==> src/rtl/clock_set_controller.sv <==
// Front-panel control stage for the six-digit clock: button debounce, reset/set/start FSM,
// digit selection/increment and 24-hour wrap limits. Optional blink via CLOCK_SET_BLINK_EN.
module clock_set_controller #(
  parameter int unsigned DEBOUNCE_CYCLES = 500000,
  parameter int unsigned DB_W            = 20,
  parameter int unsigned BLINK_CYCLES    = 12500000
) (
  input  logic        clk,
  input  logic        reset,
  input  logic        btn_mode,
  input  logic        btn_sel,
  input  logic        btn_inc,
  output logic [3:0]  state,
  output logic [3:0]  identity_sel,
  output logic [23:0] set_digits,
  output logic [23:0] max_digits,
  output logic [5:0]  digit_blank
);

  typedef enum logic [3:0] {
    StReset = 4'd0,
    StSet   = 4'd1,
    StStart = 4'd3
  } state_e;

  logic [2:0]      sync1_q, sync2_q, acc_q, acc_d1_q;
  logic [DB_W-1:0] cnt_q [3];
  logic [2:0]      pulse;
  logic            mode_p, sel_p, inc_p;

  // Button bit order: 0 = mode, 1 = sel, 2 = inc.
  always_ff @(posedge clk) begin
    if (reset) begin
      sync1_q  <= '0;
      sync2_q  <= '0;
      acc_q    <= '0;
      acc_d1_q <= '0;
      for (int b = 0; b < 3; b++) cnt_q[b] <= '0;
    end else begin
      sync1_q  <= {btn_inc, btn_sel, btn_mode};
      sync2_q  <= sync1_q;
      acc_d1_q <= acc_q;
      for (int b = 0; b < 3; b++) begin
        if (sync2_q[b] == acc_q[b]) begin
          cnt_q[b] <= '0;
        end else if (cnt_q[b] == DB_W'(DEBOUNCE_CYCLES - 1)) begin
          acc_q[b] <= sync2_q[b];
          cnt_q[b] <= '0;
        end else begin
          cnt_q[b] <= cnt_q[b] + DB_W'(1);
        end
      end
    end
  end

  assign pulse  = acc_q & ~acc_d1_q;
  assign mode_p = pulse[0];
  assign sel_p  = pulse[1];
  assign inc_p  = pulse[2];

  state_e     state_q, state_d;
  logic [3:0] sel_q, sel_d;
  logic [3:0] digit_q [6];
  logic [3:0] digit_d [6];
  logic [3:0] max_dig [6];

  // 24-hour limits; LHB is limited to 3 only in the 20s hours.
  always_comb begin
    max_dig[0] = 4'd9;
    max_dig[1] = 4'd5;
    max_dig[2] = 4'd9;
    max_dig[3] = 4'd5;
    max_dig[4] = (digit_q[5] == 4'd2) ? 4'd3 : 4'd9;
    max_dig[5] = 4'd2;
  end

  always_comb begin
    state_d = state_q;
    sel_d   = sel_q;
    digit_d = digit_q;
    unique case (state_q)
      StReset: begin
        for (int i = 0; i < 6; i++) digit_d[i] = 4'd0;
        if (mode_p) begin
          state_d = StSet;
          sel_d   = 4'd1;
        end
      end
      StSet: begin
        if (mode_p) begin
          state_d = StStart;
        end else if (sel_p) begin
          sel_d = (sel_q >= 4'd6) ? 4'd1 : sel_q + 4'd1;
        end else if (inc_p) begin
          for (int i = 0; i < 6; i++) begin
            if (sel_q == 4'(i + 1)) begin
              digit_d[i] = (digit_q[i] >= max_dig[i]) ? 4'd0 : digit_q[i] + 4'd1;
            end
          end
          // Entering the 20s hours pulls an out-of-range LHB down to 3.
          if (sel_q == 4'd6 && digit_q[5] == 4'd1 && digit_q[4] > 4'd3) begin
            digit_d[4] = 4'd3;
          end
        end
      end
      StStart: begin
        if (mode_p) begin
          state_d = StReset;
          for (int i = 0; i < 6; i++) digit_d[i] = 4'd0;
        end
      end
      default: begin
        state_d = StReset;
        sel_d   = 4'd1;
        for (int i = 0; i < 6; i++) digit_d[i] = 4'd0;
      end
    endcase
  end

  always_ff @(posedge clk) begin
    if (reset) begin
      state_q <= StReset;
      sel_q   <= 4'd1;
      for (int i = 0; i < 6; i++) digit_q[i] <= 4'd0;
    end else begin
      state_q <= state_d;
      sel_q   <= sel_d;
      for (int i = 0; i < 6; i++) digit_q[i] <= digit_d[i];
    end
  end

  assign state        = state_q;
  assign identity_sel = sel_q;

  always_comb begin
    set_digits = '0;
    max_digits = '0;
    for (int i = 0; i < 6; i++) begin
      set_digits[i*4 +: 4] = digit_q[i];
      max_digits[i*4 +: 4] = max_dig[i];
    end
  end

`ifdef CLOCK_SET_BLINK_EN
  localparam int unsigned BlinkW = $clog2(BLINK_CYCLES + 1);

  logic [BlinkW-1:0] blink_cnt_q;
  logic              blink_q;

  always_ff @(posedge clk) begin
    if (reset || state_q != StSet) begin
      blink_cnt_q <= '0;
      blink_q     <= 1'b0;
    end else if (blink_cnt_q == BlinkW'(BLINK_CYCLES - 1)) begin
      blink_cnt_q <= '0;
      blink_q     <= ~blink_q;
    end else begin
      blink_cnt_q <= blink_cnt_q + BlinkW'(1);
    end
  end

  always_comb begin
    digit_blank = '0;
    for (int i = 0; i < 6; i++) begin
      if (sel_q == 4'(i + 1)) digit_blank[i] = blink_q;
    end
  end
`else
  assign digit_blank = 6'b0;
`endif

endmodule

==> config.mk <==
export PLATFORM = sky130hd
export DESIGN_NAME = clock_set_controller
export DESIGN_NICKNAME = d
export VERILOG_FILES = /design/src/rtl/clock_set_controller.sv
export SDC_FILE = /design/constraint.sdc
export NUM_CORES = 1
export LEC_CHECK = 0
export ABC_AREA = 1
export BUFFER_PORTS_ARGS = -buffer_cell sky130_fd_sc_hd__buf_2
export CELL_PAD_IN_SITES_DETAIL_PLACEMENT = 0
export CELL_PAD_IN_SITES_GLOBAL_PLACEMENT = 2
export CORE_ASPECT_RATIO = 1.2
export CORE_UTILIZATION = 30
export CTS_BUF_LIST = sky130_fd_sc_hd__clkbuf_16
export CTS_CLUSTER_DIAMETER = 40
export DETAILED_ROUTE_END_ITERATION = 10
export PLACE_DENSITY_LB_ADDON = 0.1
export SLEW_MARGIN = 20
export SYNTH_ARGS = -nofsm -noshare
export SYNTH_HDL_FRONTEND = slang
export SYNTH_SLANG_ARGS = --single-unit
==> constraint.sdc <==
create_clock -name clk -period 1.6 [get_ports clk]
set_input_delay 0.16 -clock clk [delete_from_list [all_inputs] [get_ports clk]]
set_output_delay 0.16 -clock clk [all_outputs]
set_load 0.005 [all_outputs]
==> results.py <==
metrics = {
    "run_status": {
        "status": "complete, but fails checks",
        "violations": "setup timing",
    },
    "sta": {
        "skew_ns": 0.00638,
        "setup_viol": 18,
        "hold_violations": 0,
        "rsz0062_at_grt": "true",
        "max_freq_mhz": 609,
        "finalWorstSetupSlack_ns": -0.0431,
        "post-route-period-util": 1.03,
        "finalSetupTns_ns": -0.493,
        "slew_violations": 0,
        "period_minus_slack_ns": 1.64,
        "fin_worst_hold_slack_ns": 0.0109,
    },
    "route": {
        "drtIter0Drc": 143,
        "vias": 5266,
        "ant_nets": 0,
        "vias_per_cell": 4.20,
        "drt-pass1-iter-count": 4,
        "routed_wl_um": 14700,
        "wl_per_cell_um": 11.7,
        "drc": 0,
    },
    "pwr": {
        "p_comb_frac": 0.065,
        "p_int_mw": 4.02,
        "leakage_nw": 3.53,
        "power.share.sequential": 0.540,
        "swShare": 0.250,
        "p_switching_mw": 1.34,
        "p_per_area_nw_per_um2": 651,
        "irDropWorstVdd_uv": 484,
        "p_clk_frac": 0.394,
    },
    "die": {
        "dieArea_um2": 21100,
        "fp-row-count": 57,
        "pin_count": 67,
        "fp.dieH_um": 159,
        "core_um2": 20200,
        "die_x_um": 133,
        "start_util": 0.306,
    },
    "global_routing": {
        "grt_pass1_wl_um": 23700,
        "grt_use_total": 0.139,
        "first_global_vias": 5059,
        "grt_start_max_net_pins": 17,
        "antenna_found_initial": 0,
        "grt.overflow.total": 0,
    },
    "layout": {
        "drive_gt1_frac": 0.277,
        "num_antenna_cells": 0,
        "area_growth_pct": 33.6,
        "fin_cells": 1253,
        "final_nets": 1013,
    },
    "logic_synthesis": {
        "syn-instance-count": 797,
        "synth_edf_count": 60,
        "synth_top_area_share": 0.292,
        "ys_ff_latch": 102,
        "yosysTopAreaCell": "edfxtp_1",
        "yosysSeqAreaShare": 0.428,
        "synthTopCellsByCount": "nand2_1, nor2_1, inv_1, edfxtp_1, nand3_1",
        "netlist_area_um2": 6170,
        "yosysMostFrequentCell": "nand2_1",
        "synth_warnings": 0,
        "yosys_most_used_dff": "edfxtp_1",
        "synth.distinct_cells": 37,
        "avgSynthCellArea_um2": 7.74,
        "synth_area_leaders": "edfxtp_1, dfxtp_1, nand2_1",
        "async_flop_share": 0,
    },
    "setup_path": {
        "reg2reg_slack_ns": -0.04,
        "reg2regPathDepth": 7,
        "crit_fanout": 7,
        "startpoint": "cnt_q[0][1]$_SDFFCE_PN0P_",
        "critPathKind": "flop to flop",
        "arrival_ns": 1.76,
        "crit_path_cell_trace": "ha_2, nand2_4, nor2_4, nand3_4, o21ai_4, clkbuf_16, nor2_1",
        "crit_path_end": "cnt_q[0][18]$_SDFFCE_PN0P_",
        "slowest_delay_ns": 0.37,
        "rr_startpoint": "cnt_q[0][1]$_SDFFCE_PN0P_",
        "rr_endpoint": "cnt_q[0][18]$_SDFFCE_PN0P_",
        "cp-end-kind": "flop",
        "worstPathRequired_ns": 1.72,
        "setup.worst_path.start_class": "flop",
        "slowest_stage": "edfxtp_1",
    },
    "min_path": {
        "worst_hold_path_type": "input pin to flop",
    },
    "cts": {
        "clk_latency_ns": 0.35,
        "cts_root_buffer": "clkbuf_16",
        "hold_buffers": 0,
        "clkSlewWorstSetupHoldPaths_ns": 0.08,
        "clk_path_buf_depth": 2,
        "cts_tree": "done",
        "cts_buffers": 9,
        "cts_sinks": 102,
        "htreeDepth": 3,
    },
    "place": {
        "placed_cells": 1219,
        "port_buffers": 36,
        "hpwlAfterDp_um": 10800,
        "gp_congestion": 0.791,
    },
    "run": {
        "drv_cap": 0,
    },
}
[worst max-delay path, delay by kind of cell (launching register included)]
family	cells	cell delay [ns]
DFF	1	0.37
and+or+nand+nor	4	0.42
buffers and inverters	1	0.20
adders and majority gates	1	0.22
AOI/OAI and AO/OA	1	0.20
[sequential cells by signal, indices dropped and copies added (netlist names)]
register      count
cnt_q            60
set_digits       24
acc_d1_q          3
acc_q             3
identity_sel      4
sync2_q           3
state             2
sync1_q           3
[placed cells by master, fill, tap and decap left out, drive strengths merged]
cell,synthesis,final
or2,3,3
nand3b,3,3
nand4,8,8
a21oi,40,40
o21a,1,1
o21ai,25,25
xor2,16,16
o21bai,2,2
a21o,2,2
conb,2,90
nand3,55,55
inv,112,113
a31oi,3,3
xnor2,11,11
clkinvlp,0,2
nor3,29,29
buf,38,125
clkbuf,2,11
o31ai,1,1
clkinv,0,4
nor3b,2,2
nand2,180,180
nor2,135,135
dfxtp,42,42
edfxtp,60,60
ha,25,25
[logic make-up after synthesis]
group                      after synthesis  share of synthesized area
other                                    2                    0.00122
buffers and inverters                  152                      0.119
and+or+nand+nor                        415                      0.296
xor gates and xnor gates                27                     0.0383
adders and majority gates               25                     0.0507
AOI/OAI and AO/OA                       74                     0.0667
DFF                                    102                      0.428
[stage by stage]
| step | total power [mW] | area, um^2 | utilization | setup WS, ns |
|---|---|---|---|---|
| finish | 5.37 | 8240 | 0.408 | -0.0431 |
| global route | 5.61 | 8240 | 0.408 | -0.140 |
| CTS | 5.42 | 7730 | 0.383 | -0.0588 |
| detailed placement | 3.24 | 7320 | 0.363 | -0.163 |
| global placement | 3.24 | 7320 | 0.363 | -0.137 |
| floorplan | 3.17 | 6530 | - | -0.000826 |
[final cells by class]
class,instances,area [um^2]
Tap cell,265,332
Clock buffer,9,225
Timing Repair Buffer,127,977
Fill cell,2132,11900
Multi-Input combinational cell,631,3600
Sequential cell,102,2650
Clock inverter,7,42.5
Inverter,112,423
[routing by layer]
| layer | global-route usage | part of all wire | vias up |
|---|---|---|---|
| met5 | 0 | 0 | - |
| met3 | 0.0194 | 0.019 | 12 |
| met2 | 0.245 | 0.51 | 45 |
| met4 | 0.0549 | 0.014 | 0 |
| met1 | 0.169 | 0.45 | 2402 |
| li1 | - | - | 2807 |
[power by group through the flow]
stage	Sequential, mW	Combinational (mW)	Clock, mW
floorplan	2.95	0.225	0
global placement	2.95	0.286	0
detailed placement	2.96	0.287	0
CTS	2.90	0.298	2.22
global route	2.91	0.397	2.30
finish	2.90	0.350	2.12
[timing repair]
item | in CTS | in global routing
setup buffers | 6 | 11
gates cloned | 1 | 2
resized for setup | 17 | 103
pin swaps | 11 | 27
endpoints found under the setup margin | 64 | 67
[worst min-delay path by stage]
| stage | end | slack, ns | cells past startpoint | start |
|---|---|---|---|---|
| final | sync1_q[1]$_SDFF_PP0_ | 0.01 | 3 | btn_sel |
| after global routing | sync1_q[2]$_SDFF_PP0_ | 0.01 | 3 | btn_inc |
| after CTS | sync1_q[1]$_SDFF_PP0_ | 0.0006 | 3 | btn_sel |
| after detailed placement | sync1_q[1]$_SDFF_PP0_ | 0.37 | 3 | btn_sel |
| after global placement | sync1_q[1]$_SDFF_PP0_ | 0.37 | 3 | btn_sel |
| after floorplan | set_digits[23]$_SDFFE_PP0P_ | 0.24 | 1 | reset |
(Power assumes the default switching activity.)
